--- src/rtl/vcdemux_buf_pkg.sv ---
// Shared widths and types for the VC demux receive buffer.
// The width/count macros can be overridden on the command line; they default to 8-bit flits and 4 VCs of depth 4.
`ifndef DATA_WIDTH
`define DATA_WIDTH 8
`endif
`ifndef VCH_WIDTH_NUM
`define VCH_WIDTH_NUM 2
`endif
`ifndef VC_NUM
`define VC_NUM 4
`endif
`ifndef VC_FIFO_DEPTH
`define VC_FIFO_DEPTH 4
`endif

package vcdemux_buf_pkg;

    localparam int DATA_W        = `DATA_WIDTH;
    localparam int VCH_W         = `VCH_WIDTH_NUM;
    localparam int VC_NUM        = `VC_NUM;
    localparam int VC_FIFO_DEPTH = `VC_FIFO_DEPTH;

    typedef logic [DATA_W-1:0] flit_t;
    typedef logic [VCH_W-1:0]  vch_t;

    // Tags outside 0..VC_NUM-1 decode to no VC at all.
    function automatic logic [VC_NUM-1:0] vc_onehot(input logic valid, input vch_t vch);
        logic [VC_NUM-1:0] oh;
        oh = '0;
        for (int i = 0; i < VC_NUM; i++) begin
            oh[i] = valid && (vch == vch_t'(i));
        end
        return oh;
    endfunction

endpackage

--- src/rtl/vcdemux_buf_if.sv ---
// Link-side and router-side signal bundle of the VC demux buffer.
// The slave modport is the buffer itself; the master modport is its environment.
interface vcdemux_buf_if;
    import vcdemux_buf_pkg::*;

    logic                     ivalid;
    vch_t                     ivch;
    flit_t                    idata;
    logic [VC_NUM-1:0]        ovalid;
    logic [VC_NUM*DATA_W-1:0] odata;
    logic [VC_NUM*VCH_W-1:0]  ovch;
    logic [VC_NUM-1:0]        ready;
    logic [VC_NUM-1:0]        ocredit;
    logic                     ovf_err;

    modport master (
        output ivalid, ivch, idata, ready,
        input  ovalid, odata, ovch, ocredit, ovf_err
    );

    modport slave (
        input  ivalid, ivch, idata, ready,
        output ovalid, odata, ovch, ocredit, ovf_err
    );

endinterface

--- src/rtl/vcdemux_buf_vc_fifo.sv ---
// Single-write / single-read synchronous FIFO holding the flits of one VC.
// Caller only pushes when not full (or popping) and only pops when not empty.
module vc_fifo
    import vcdemux_buf_pkg::*;
#(
    parameter int DEPTH = VC_FIFO_DEPTH
) (
    input  logic                       clk,
    input  logic                       reset,
    input  logic                       push,
    input  logic                       pop,
    input  flit_t                      wdata,
    output logic                       full,
    output logic                       empty,
    output flit_t                      head,
    output logic [$clog2(DEPTH+1)-1:0] count
);

    localparam int PTR_W = $clog2(DEPTH);
    localparam int CNT_W = $clog2(DEPTH+1);

    flit_t            mem_q [DEPTH];
    flit_t            mem_d [DEPTH];
    logic [PTR_W-1:0] wr_ptr_q, wr_ptr_d;
    logic [PTR_W-1:0] rd_ptr_q, rd_ptr_d;
    logic [CNT_W-1:0] count_q, count_d;

    assign full  = (count_q == CNT_W'(DEPTH));
    assign empty = (count_q == '0);
    assign head  = empty ? '0 : mem_q[rd_ptr_q];
    assign count = count_q;

    always_comb begin
        // NOTE: every comb output gets a default first, so no path leaves it unassigned (no latch).
        mem_d    = mem_q;
        wr_ptr_d = wr_ptr_q;
        rd_ptr_d = rd_ptr_q;
        count_d  = count_q;
        if (push) begin
            mem_d[wr_ptr_q] = wdata;
            wr_ptr_d        = wr_ptr_q + PTR_W'(1);
        end
        if (pop) begin
            rd_ptr_d = rd_ptr_q + PTR_W'(1);
        end
        case ({push, pop})
            2'b10:   count_d = count_q + CNT_W'(1);
            2'b01:   count_d = count_q - CNT_W'(1);
            default: count_d = count_q;
        endcase
    end

    // NOTE: state registers use non-blocking assignments so all flops update together at the edge.
    always_ff @(posedge clk or negedge reset) begin
        if (!reset) begin
            wr_ptr_q <= '0;
            rd_ptr_q <= '0;
            count_q  <= '0;
        end else begin
            wr_ptr_q <= wr_ptr_d;
            rd_ptr_q <= rd_ptr_d;
            count_q  <= count_d;
        end
    end

    // NOTE: storage is not reset; count_q==0 already masks stale entries and head is forced to 0.
    always_ff @(posedge clk) begin
        mem_q <= mem_d;
    end

endmodule

--- src/rtl/vcdemux_buf.sv ---
// Receive-side VC demux: steers link flits into per-VC FIFOs, presents heads, returns credits.
// Define VCDEMUX_OVF_CHECK_EN to build the sticky ovf_err detector; otherwise ovf_err is tied 0.
module vcdemux_buf
    import vcdemux_buf_pkg::*;
#(
    parameter int DEPTH = VC_FIFO_DEPTH
) (
    input  logic          clk,
    input  logic          reset,
    vcdemux_buf_if.slave  bus
);

    localparam int CNT_W = $clog2(DEPTH+1);

    logic [VC_NUM-1:0] push_req, push_ok, pop;
    logic [VC_NUM-1:0] full, empty;
    logic [VC_NUM-1:0] credit_q, credit_d;
    flit_t             head  [VC_NUM];
    logic [CNT_W-1:0]  count [VC_NUM];

    // A full VC still takes a flit when its head leaves in the same cycle.
    always_comb begin
        push_req = vc_onehot(bus.ivalid, bus.ivch);
        pop      = bus.ready & ~empty;
        push_ok  = push_req & (~full | pop);
        credit_d = pop;
    end

    for (genvar n = 0; n < VC_NUM; n++) begin : g_vc
        vc_fifo #(.DEPTH(DEPTH)) u_fifo (
            .clk   (clk),
            .reset (reset),
            .push  (push_ok[n]),
            .pop   (pop[n]),
            .wdata (bus.idata),
            .full  (full[n]),
            .empty (empty[n]),
            .head  (head[n]),
            .count (count[n])
        );

        assign bus.ovalid[n]                  = ~empty[n];
        assign bus.odata[n*DATA_W +: DATA_W]  = head[n];
        assign bus.ovch[n*VCH_W +: VCH_W]     = vch_t'(n);

        a_count_range: assert property (@(posedge clk) disable iff (!reset)
            count[n] <= CNT_W'(DEPTH));
    end

    always_ff @(posedge clk or negedge reset) begin
        if (!reset) begin
            credit_q <= '0;
        end else begin
            credit_q <= credit_d;
        end
    end

    assign bus.ocredit = credit_q;

`ifdef VCDEMUX_OVF_CHECK_EN
    logic ovf_q, ovf_d, bad_vch;

    if (VCH_W > 2) begin : g_vch_chk
        assign bad_vch = bus.ivalid && (32'(bus.ivch) >= VC_NUM);
    end else begin : g_vch_ok
        assign bad_vch = 1'b0;
    end

    always_comb begin
        ovf_d = ovf_q | (|(push_req & ~push_ok)) | bad_vch;
    end

    always_ff @(posedge clk or negedge reset) begin
        if (!reset) begin
            ovf_q <= 1'b0;
        end else begin
            ovf_q <= ovf_d;
        end
    end

    assign bus.ovf_err = ovf_q;
`else
    assign bus.ovf_err = 1'b0;
`endif

endmodule

--- src/flat_wrapper.sv ---
// flat-port wrapper written by rule: the top's interface ports become plain ports
module vcdemux_buf_flat import vcdemux_buf_pkg::*;
#(
    parameter int DEPTH = VC_FIFO_DEPTH
)
  (clk, reset, bus_ivalid, bus_ivch, bus_idata, bus_ready, bus_ovalid, bus_odata, bus_ovch, bus_ocredit, bus_ovf_err);
  vcdemux_buf_if bus_i ();
  input  logic clk;
  input  logic reset;
  input wire logic [$bits(bus_i.ivalid)-1:0] bus_ivalid;
  input wire logic [$bits(bus_i.ivch)-1:0] bus_ivch;
  input wire logic [$bits(bus_i.idata)-1:0] bus_idata;
  input wire logic [$bits(bus_i.ready)-1:0] bus_ready;
  output wire logic [$bits(bus_i.ovalid)-1:0] bus_ovalid;
  output wire logic [$bits(bus_i.odata)-1:0] bus_odata;
  output wire logic [$bits(bus_i.ovch)-1:0] bus_ovch;
  output wire logic [$bits(bus_i.ocredit)-1:0] bus_ocredit;
  output wire logic [$bits(bus_i.ovf_err)-1:0] bus_ovf_err;
  assign bus_i.ivalid = bus_ivalid;
  assign bus_i.ivch = bus_ivch;
  assign bus_i.idata = bus_idata;
  assign bus_i.ready = bus_ready;
  assign bus_ovalid = bus_i.ovalid;
  assign bus_odata = bus_i.odata;
  assign bus_ovch = bus_i.ovch;
  assign bus_ocredit = bus_i.ocredit;
  assign bus_ovf_err = bus_i.ovf_err;
  vcdemux_buf #(.DEPTH(DEPTH)) u_core (.clk(clk), .reset(reset), .bus(bus_i));
endmodule
--- config.mk ---
export PLATFORM = sky130hd
export DESIGN_NAME = vcdemux_buf_flat
export DESIGN_NICKNAME = d
export VERILOG_FILES = /design/src/rtl/vcdemux_buf_pkg.sv /design/src/rtl/vcdemux_buf_if.sv /design/src/rtl/vcdemux_buf_vc_fifo.sv /design/src/rtl/vcdemux_buf.sv /design/src/flat_wrapper.sv
export SDC_FILE = /design/constraint.sdc
export NUM_CORES = 1
export LEC_CHECK = 0
export ABC_AREA = 1
export CAP_MARGIN = 25
export CORE_MARGIN = 4
export CORE_UTILIZATION = 45
export CTS_BUF_LIST = sky130_fd_sc_hd__clkbuf_4 sky130_fd_sc_hd__clkbuf_8
export DETAILED_ROUTE_END_ITERATION = 16
export PLACE_DENSITY_LB_ADDON = 0.25
export SETUP_SLACK_MARGIN = 0.3
export SLEW_MARGIN = 5
export SYNTH_ARGS = -nofsm -noshare
export SYNTH_HDL_FRONTEND = slang
export SYNTH_SLANG_ARGS = --single-unit
--- constraint.sdc ---
create_clock -name clk -period 2.7 [get_ports clk]
set_input_delay 0.27 -clock clk [delete_from_list [all_inputs] [get_ports clk]]
set_output_delay 0.27 -clock clk [all_outputs]
set_load 0.005 [all_outputs]
# Word level (Yosys, flattened, before mapping)
# Cells that the tools add are included.
[classes]
bitwise = 17
addsub = 16
multipliers = 0
n_eq_ne = 15
n_reduce_logical = 17
shifts = 0
n_mux = 32
div = 0
order_cmp = 12
[op_table]
columns = ["op", "n"]
rows = [
  ["32-bit bitwise mux", 4],
  ["8-bit two-way mux", 16],
  ["8-bit binary-select mux with 2-bit select", 4],
  ["8-bit demux with 2-bit select", 4],
  ["3-bit >= comparator (second input constant)", 8],
  ["2-bit NOT with 3-bit output", 8],
  ["3-bit case mux with 2 select lines", 4],
  ["2-bit by 1-bit adder with 2-bit output (second input constant)", 8],
  ["3-bit by 1-bit adder with 3-bit output (second input constant)", 4],
  ["2-bit equality test (second input constant)", 6],
  ["3-bit equality test (second input constant)", 4],
  ["3-bit logical NOT", 4],
  ["3-bit by 1-bit less-than comparator with 1-bit output (second input constant)", 4],
  ["3-bit by 1-bit subtractor with 3-bit output (second input constant)", 4],
  ["2-bit by 1-bit equality test with 1-bit output (second input constant)", 5],
  ["4-bit AND", 2],
  ["1-bit logical AND", 8],
  ["4-bit NOT", 2],
  ["2-bit nonzero test", 4],
  ["1-bit NOT", 4],
  ["4-bit OR", 1],
  ["2-bit logical NOT", 1],
]
[word_totals]
ram_bits = 0
rom_bits = 0
word_cells = 138
inputBits = 17
regBits = 160
memories = 0
output_inout_bits = 49
latch_bits = 0

# Logic depth before layout (Yosys ltp)
# Gate-level depths: netlist of run 1.
[logic_depth]
ltp_word = 7
ltp_mapped = 9

# Modules after synthesis
# A second synthesis of run 1 with hierarchy kept.
[unflattened]
cells_unflattened = 739
hier_area_um2 = 7485.9
[by_module_without_submodules]
columns = ["module", "area_per_inst_um2", "instances", "cells_each"]
rows = [
  ["vc_fifo", 1799.2, 4, 174],
  ["vcdemux_buf", 289.0, 1, 43],
]

# Worst setup path after synthesis of run 1
# No wires, ideal clock.
[synth_path]
path_type = "register to register"
startpoint = "register u_core.g_vc[0].u_fifo.count_q[0]"
endpoint = "register u_core.g_vc[0].u_fifo.count_q[1]"
stages_incl_launch_ff = 8
synth_period_minus_slack_ns = 1.482
t_arrival_ns = 1.356
t_required_ns = 2.574
path_buffers = 0
path_slack_ns = 1.218
cell_sequence = "dfrtp_1 > nor2_1 > nand2_1 > nand3_1 > fa_1 > inv_1 > nand2_1 > o21ai_0"
[synth_via]
elab_chain_cells = 7
[synth_lines]
columns = ["item", "line", "source"]
rows = [
  ["start: declaration", "vcdemux_buf_vc_fifo.sv:26", "logic [CNT_W-1:0] count_q, count_d;"],
  ["start signal: assignment", "vcdemux_buf_vc_fifo.sv:62", "count_q <= count_d;"],
  ["3-bit logical NOT", "vcdemux_buf_vc_fifo.sv:29", "assign empty = (count_q == '0);"],
  ["4-bit NOT", "vcdemux_buf.sv:24", "pop = bus.ready & ~empty;"],
  ["4-bit AND", "vcdemux_buf.sv:24", ""],
  ["4-bit OR", "vcdemux_buf.sv:25", "push_ok = push_req & (~full | pop);"],
  ["4-bit AND", "vcdemux_buf.sv:25", ""],
  ["2-bit by 1-bit equality test with 1-bit output / 2-bit equality test (equally long branches)", "vcdemux_buf_vc_fifo.sv:46", "case ({push, pop})"],
  ["3-bit case mux with 2 select lines / 2-bit nonzero test (equally long branches)", "--", ""],
]
# Parallel ways exist; a longest one is shown, timed or not.
# A chain may end at the register's enable or synchronous reset.

# Final worst setup path of run 1
[layout_path]
startpoint = "register u_core.g_vc[0].u_fifo.rd_ptr_q[0]"
endpoint = "output bus_odata[1]"
[layout_via]
elab_chain_cells = 5
[layout_lines]
columns = ["item", "line", "source"]
rows = [
  ["start: declaration", "vcdemux_buf_vc_fifo.sv:25", "logic [PTR_W-1:0] rd_ptr_q, rd_ptr_d;"],
  ["start signal: assignment", "vcdemux_buf_vc_fifo.sv:61", "rd_ptr_q <= rd_ptr_d;"],
  ["2-bit NOT with 3-bit output (implied by the code)", "vcdemux_buf_vc_fifo.sv:30", "assign head = empty ? '0 : mem_q[rd_ptr_q];"],
  ["8-bit binary-select mux with 2-bit select", "vcdemux_buf_vc_fifo.sv:30", ""],
  ["8-bit two-way mux (implied by the code) (2 in series)", "vcdemux_buf_vc_fifo.sv:30", ""],
  ["8-bit two-way mux", "vcdemux_buf_vc_fifo.sv:30", ""],
  ["end: declaration", "flat_wrapper.sv:15", "output wire logic [$bits(bus_i.odata)-1:0] bus_odata;"],
]
# Every way passes these cells. The select of a mux whose other input is x is not followed.

==> summary.md, run 1 <==
| Metric | Value |
|---|---|
| Post-Layout Cell Count | 903 |
| RSZ-0062 raised after global routing | true |
| Yosys cell types | 21 |
| Starting Density | 46.67% |
| Critical path peak fanout | 9 |
| Drt total wl | 15010 µm |
| Sw Ratio | 35.39% |
| Max Buffers Root-to-Sink | 2 |
| Diode count | 0 |
| Dpl cells | 850 |
| Area Overhead vs Synth | 20.04% |
| Pwr dens | 1065 nW/µm² |
| Via count of the first global-routing pass | 4757 |
| Drt via density | 5.137 |
| DRC errors left | 0 |
| Post-Syn Area | 6885 µm² |
| Critical path class | reg2out |
| Clk root buf | clkbuf_8 |
| Logic pwr share | 42.3% |
| Largest net degree at the start of global routing | 33 |
| Run status | finished clean |
| Starting DRT DRC Count | 402 |
| Final Hold Fails | 0 |
| Tcrit/Tclk final | 86.46% |
| CTS H-tree depth | 4 |
| Levels on crit path | 6 |
| # fillers | 1254 |
| CTS clock-pin slew for the worst setup and hold paths | 0.09 ns |
| I/O pin cnt | 66 |
| YS warnings | 0 |
| DR WL/cell | 16.62 µm |
| Hold Crit Class | in2async |
| Buf+Inv Stages, Crit Path | 2 |
| Share of the synthesized area in the top cell type | 55.82% |
| CP max stage cell | clkdlybuf4s50_1 |
| First-pass GRT wire length | 23270 µm |
| Total CTS buffers | 17 |
| Final Max Slew Viols | 0 |
| Post-synth EDFFs | 128 |
| Port-buffer cells | 56 |
| Power, Total | 8.806 mW |
| Setup TNS | 0 ns |
| CP Cell Sequence | clkbuf_4 > nor2_1 > nor2_1 > o21ai_0 > a21oi_1 > clkdlybuf4s50_1 |
| Via count | 4639 |
| Worst EP required | 2.43 ns |
| Worst setup EP type | primary output |
| Core Area | 14750 µm² |
| #FFs+latches synth | 160 |
| Cell Rows | 44 |
| Startpoint types | flop |
| Hold WS | 0.4336 ns |
| Top cells by area, synth | edfxtp_1 56%, dfrtp_1 12%, nor2_1 9.2% |
| Die area | 17340 µm² |
| Final ANT Viol Nets | 0 |
| Top FF cell, synth | edfxtp_1 |
| Tmin final | 2.334 ns |
| Internal reg-to-reg setup slack | 1.04 ns |
| Post-Synthesis Cells | 620 |
| Congestion Overflow GR | 0 |
| Share of layout cells above drive strength 1 | 11.40% |
| Initial antenna violation count | 0 |
| Slew at the pin with the worst max-slew slack | 0.7869 ns |
| Pre-CTS setup slack | 0.3933 ns |
| CP peak stage delay | 0.54 ns |
| Final setup margin | 0.3657 ns |
| Worst Reg2Reg Path Length in Cells | 8 |
| Die Wd | 131.7 µm |
| Fmax | 428.4 MHz |
| CP top delay family | buffers and inverters |
| Syn avg cell area | 11.11 µm² |
| Peak VDD IR | 0.0005767 V |
| Flop pwr share | 36.9% |
| Int Power | 5.690 mW |
| Max Cap Viol | 0 |
| Placer Congestion | 0.7886 |
| Crit path DAT | 2.06 ns |
| Post-synthesis sequential area ratio | 67.45% |
| Clk sinks | 160 |
| HPWL after DPL | 9855 µm |
| Slew HR | 47.54% |
| GR Util All Layers | 17.23% |
| Most used cell, CP | nor2_1 |
| Clk Latency, worst-skew pair | 0.45 ns |
| Leakage power total | 3.296 nW |
| Die height | 131.7 µm |
| Post-synth ARST share | 20.00% |
| Clock power frac | 20.8% |
| CTS tree | built |
| Net Sw Power | 3.116 mW |
| # setup viols final | 0 |
| Dominant cell type by area after synthesis | edfxtp_1 |
| Clock skew | 0.009613 ns |
| DRT Pass-1 Iters | 5 |
| Nets | 743 |
-- through the flow --
step | utilization [%] | cell area [µm²]
4_1_cts | 55.00 | 8115
6_report | 56.02 | 8265
3_5_place_dp | 51.49 | 7597
2_1_floorplan | - | 6912
3_3_place_gp | 51.49 | 7597
5_1_grt | 56.02 | 8265
-- final timing paths --
check	startpoint	endpoint
hold / removal	reset	u_core.g_vc[2].u_fifo.count[2]
max in group asynchronous	reset	u_core.g_vc[0].u_fifo.rd_ptr_q[0]
setup reg to reg	u_core.g_vc[3].u_fifo.count[2]	u_core.g_vc[3].u_fifo.count[2]
setup / recovery	u_core.g_vc[0].u_fifo.rd_ptr_q[0]	bus_odata[1]
min in group clk	u_core.g_vc[1].u_fifo.count[2]	u_core.g_vc[1].u_fifo.count[2]
hold reg to reg	u_core.g_vc[1].u_fifo.count[2]	u_core.g_vc[1].u_fifo.count[2]
-- cells by family (layout without fill, tap and decap cells) --
| logic type | after synthesis | count (layout) | share of synthesized area, % |
|---|---|---|---|
| flip-flops | 160 | 160 | 67.45 |
| adder cells (fa/ha/maj) | 20 | 20 | 4.071 |
| other | 2 | 9 | 0.1091 |
| buffers and inverters | 87 | 179 | 5.706 |
| XOR/XNOR | 8 | 8 | 1.018 |
| AND/OR/NAND/NOR | 232 | 232 | 12.92 |
| AO/OA/AOI/OAI | 111 | 111 | 8.723 |
-- layout by cell type, fill, tap and decap left out, types with 3 or more instances in the layout --
cell / instances
clkdlybuf4s50_1: 50
clkinv_4: 6
dfrtp_2: 6
o21ai_2: 3
a21oi_1: 36
nor2_1: 168
fa_1: 4
ha_1: 16
conb_1: 9
nand3_1: 13
nand2_1: 50
clkbuf_4: 3
dfrtp_1: 24
edfxtp_1: 128
clkbuf_8: 17
dlymetal6s2s_1: 5
buf_4: 23
xor2_1: 8
buf_12: 3
bufinv_16: 3
o211ai_2: 3
o21ai_1: 3
inv_6: 7
o21ai_0: 65
inv_1: 57
-- layout make-up --
class                           instances  area [µm²]  share of cell area (%)
Sequential cell                       160        4659                   56.37
Multi-Input combinational cell        380        1874                   22.68
Timing Repair Buffer                   85       825.8                   9.991
Inverter                               62       252.7                   3.058
Clock buffer                           18       241.5                   2.922
Tap cell                              184       230.2                   2.785
Clock inverter                         14       181.4                   2.195
-- cells in the mapped netlist, types with 7 or more instances --
| cell | count |
|---|---|
| xor2_1 | 8 |
| a21oi_1 | 36 |
| ha_1 | 16 |
| nand2_1 | 50 |
| buf_4 | 14 |
| dfrtp_1 | 32 |
| nand3_1 | 13 |
| o21ai_0 | 66 |
| inv_1 | 58 |
| nor2_1 | 168 |
| buf_2 | 7 |
| edfxtp_1 | 128 |
-- per-layer routing --
layer	vias up	track usage, %	routed length (µm)
li1	2221	-	-
met1	2249	20.32	6146
met2	146	30.34	7809
met3	23	4.052	732
met4	0	7.176	323
met5	-	0	0
-- power groups by stage --
stage	sequential (mW)	clock, mW	combinational (mW)
3_3_place_gp	3.43	0	3.11
2_1_floorplan	3.18	0	2.05
5_1_grt	3.29	1.97	4.16
6_report	3.25	1.83	3.72
4_1_cts	3.32	1.86	3.46
3_5_place_dp	3.45	0	3.21
-- sequential cells by signal, summed over array words and instances (netlist names) --
name                         flops
u_core.g_vc.u_fifo.rd_ptr_q      8
u_core.bus.ocredit               4
u_core.g_vc.u_fifo.mem_q       128
u_core.g_vc.u_fifo.count        12
u_core.g_vc.u_fifo.wr_ptr_q      8
-- what timing repair did --
| item | in CTS | in global routing |
|---|---|---|
| resized for setup | 12 | 13 |
| pin swaps | 1 | 6 |
| setup endpoints to repair | 32 | 22 |
| hold buffers | 1 | 0 |
| endpoints found under the hold margin | 32 | 0 |
| buffers inserted | 7 | 13 |
Note: power is estimated with default switching activity, not from simulation.
==> inputs of run 2 (changes only) <==
--- a/config.mk
+++ b/config.mk
@@ -13,7 +13,7 @@
 export DETAILED_ROUTE_END_ITERATION = 16
 export PLACE_DENSITY_LB_ADDON = 0.25
 export SETUP_SLACK_MARGIN = 0.3
-export SLEW_MARGIN = 5
+export SLEW_MARGIN = 0
 export SYNTH_ARGS = -nofsm -noshare
 export SYNTH_HDL_FRONTEND = slang
 export SYNTH_SLANG_ARGS = --single-unit
==> results of run 2 <==
The final DEF is identical to that of run 1; final timing and power are the same.
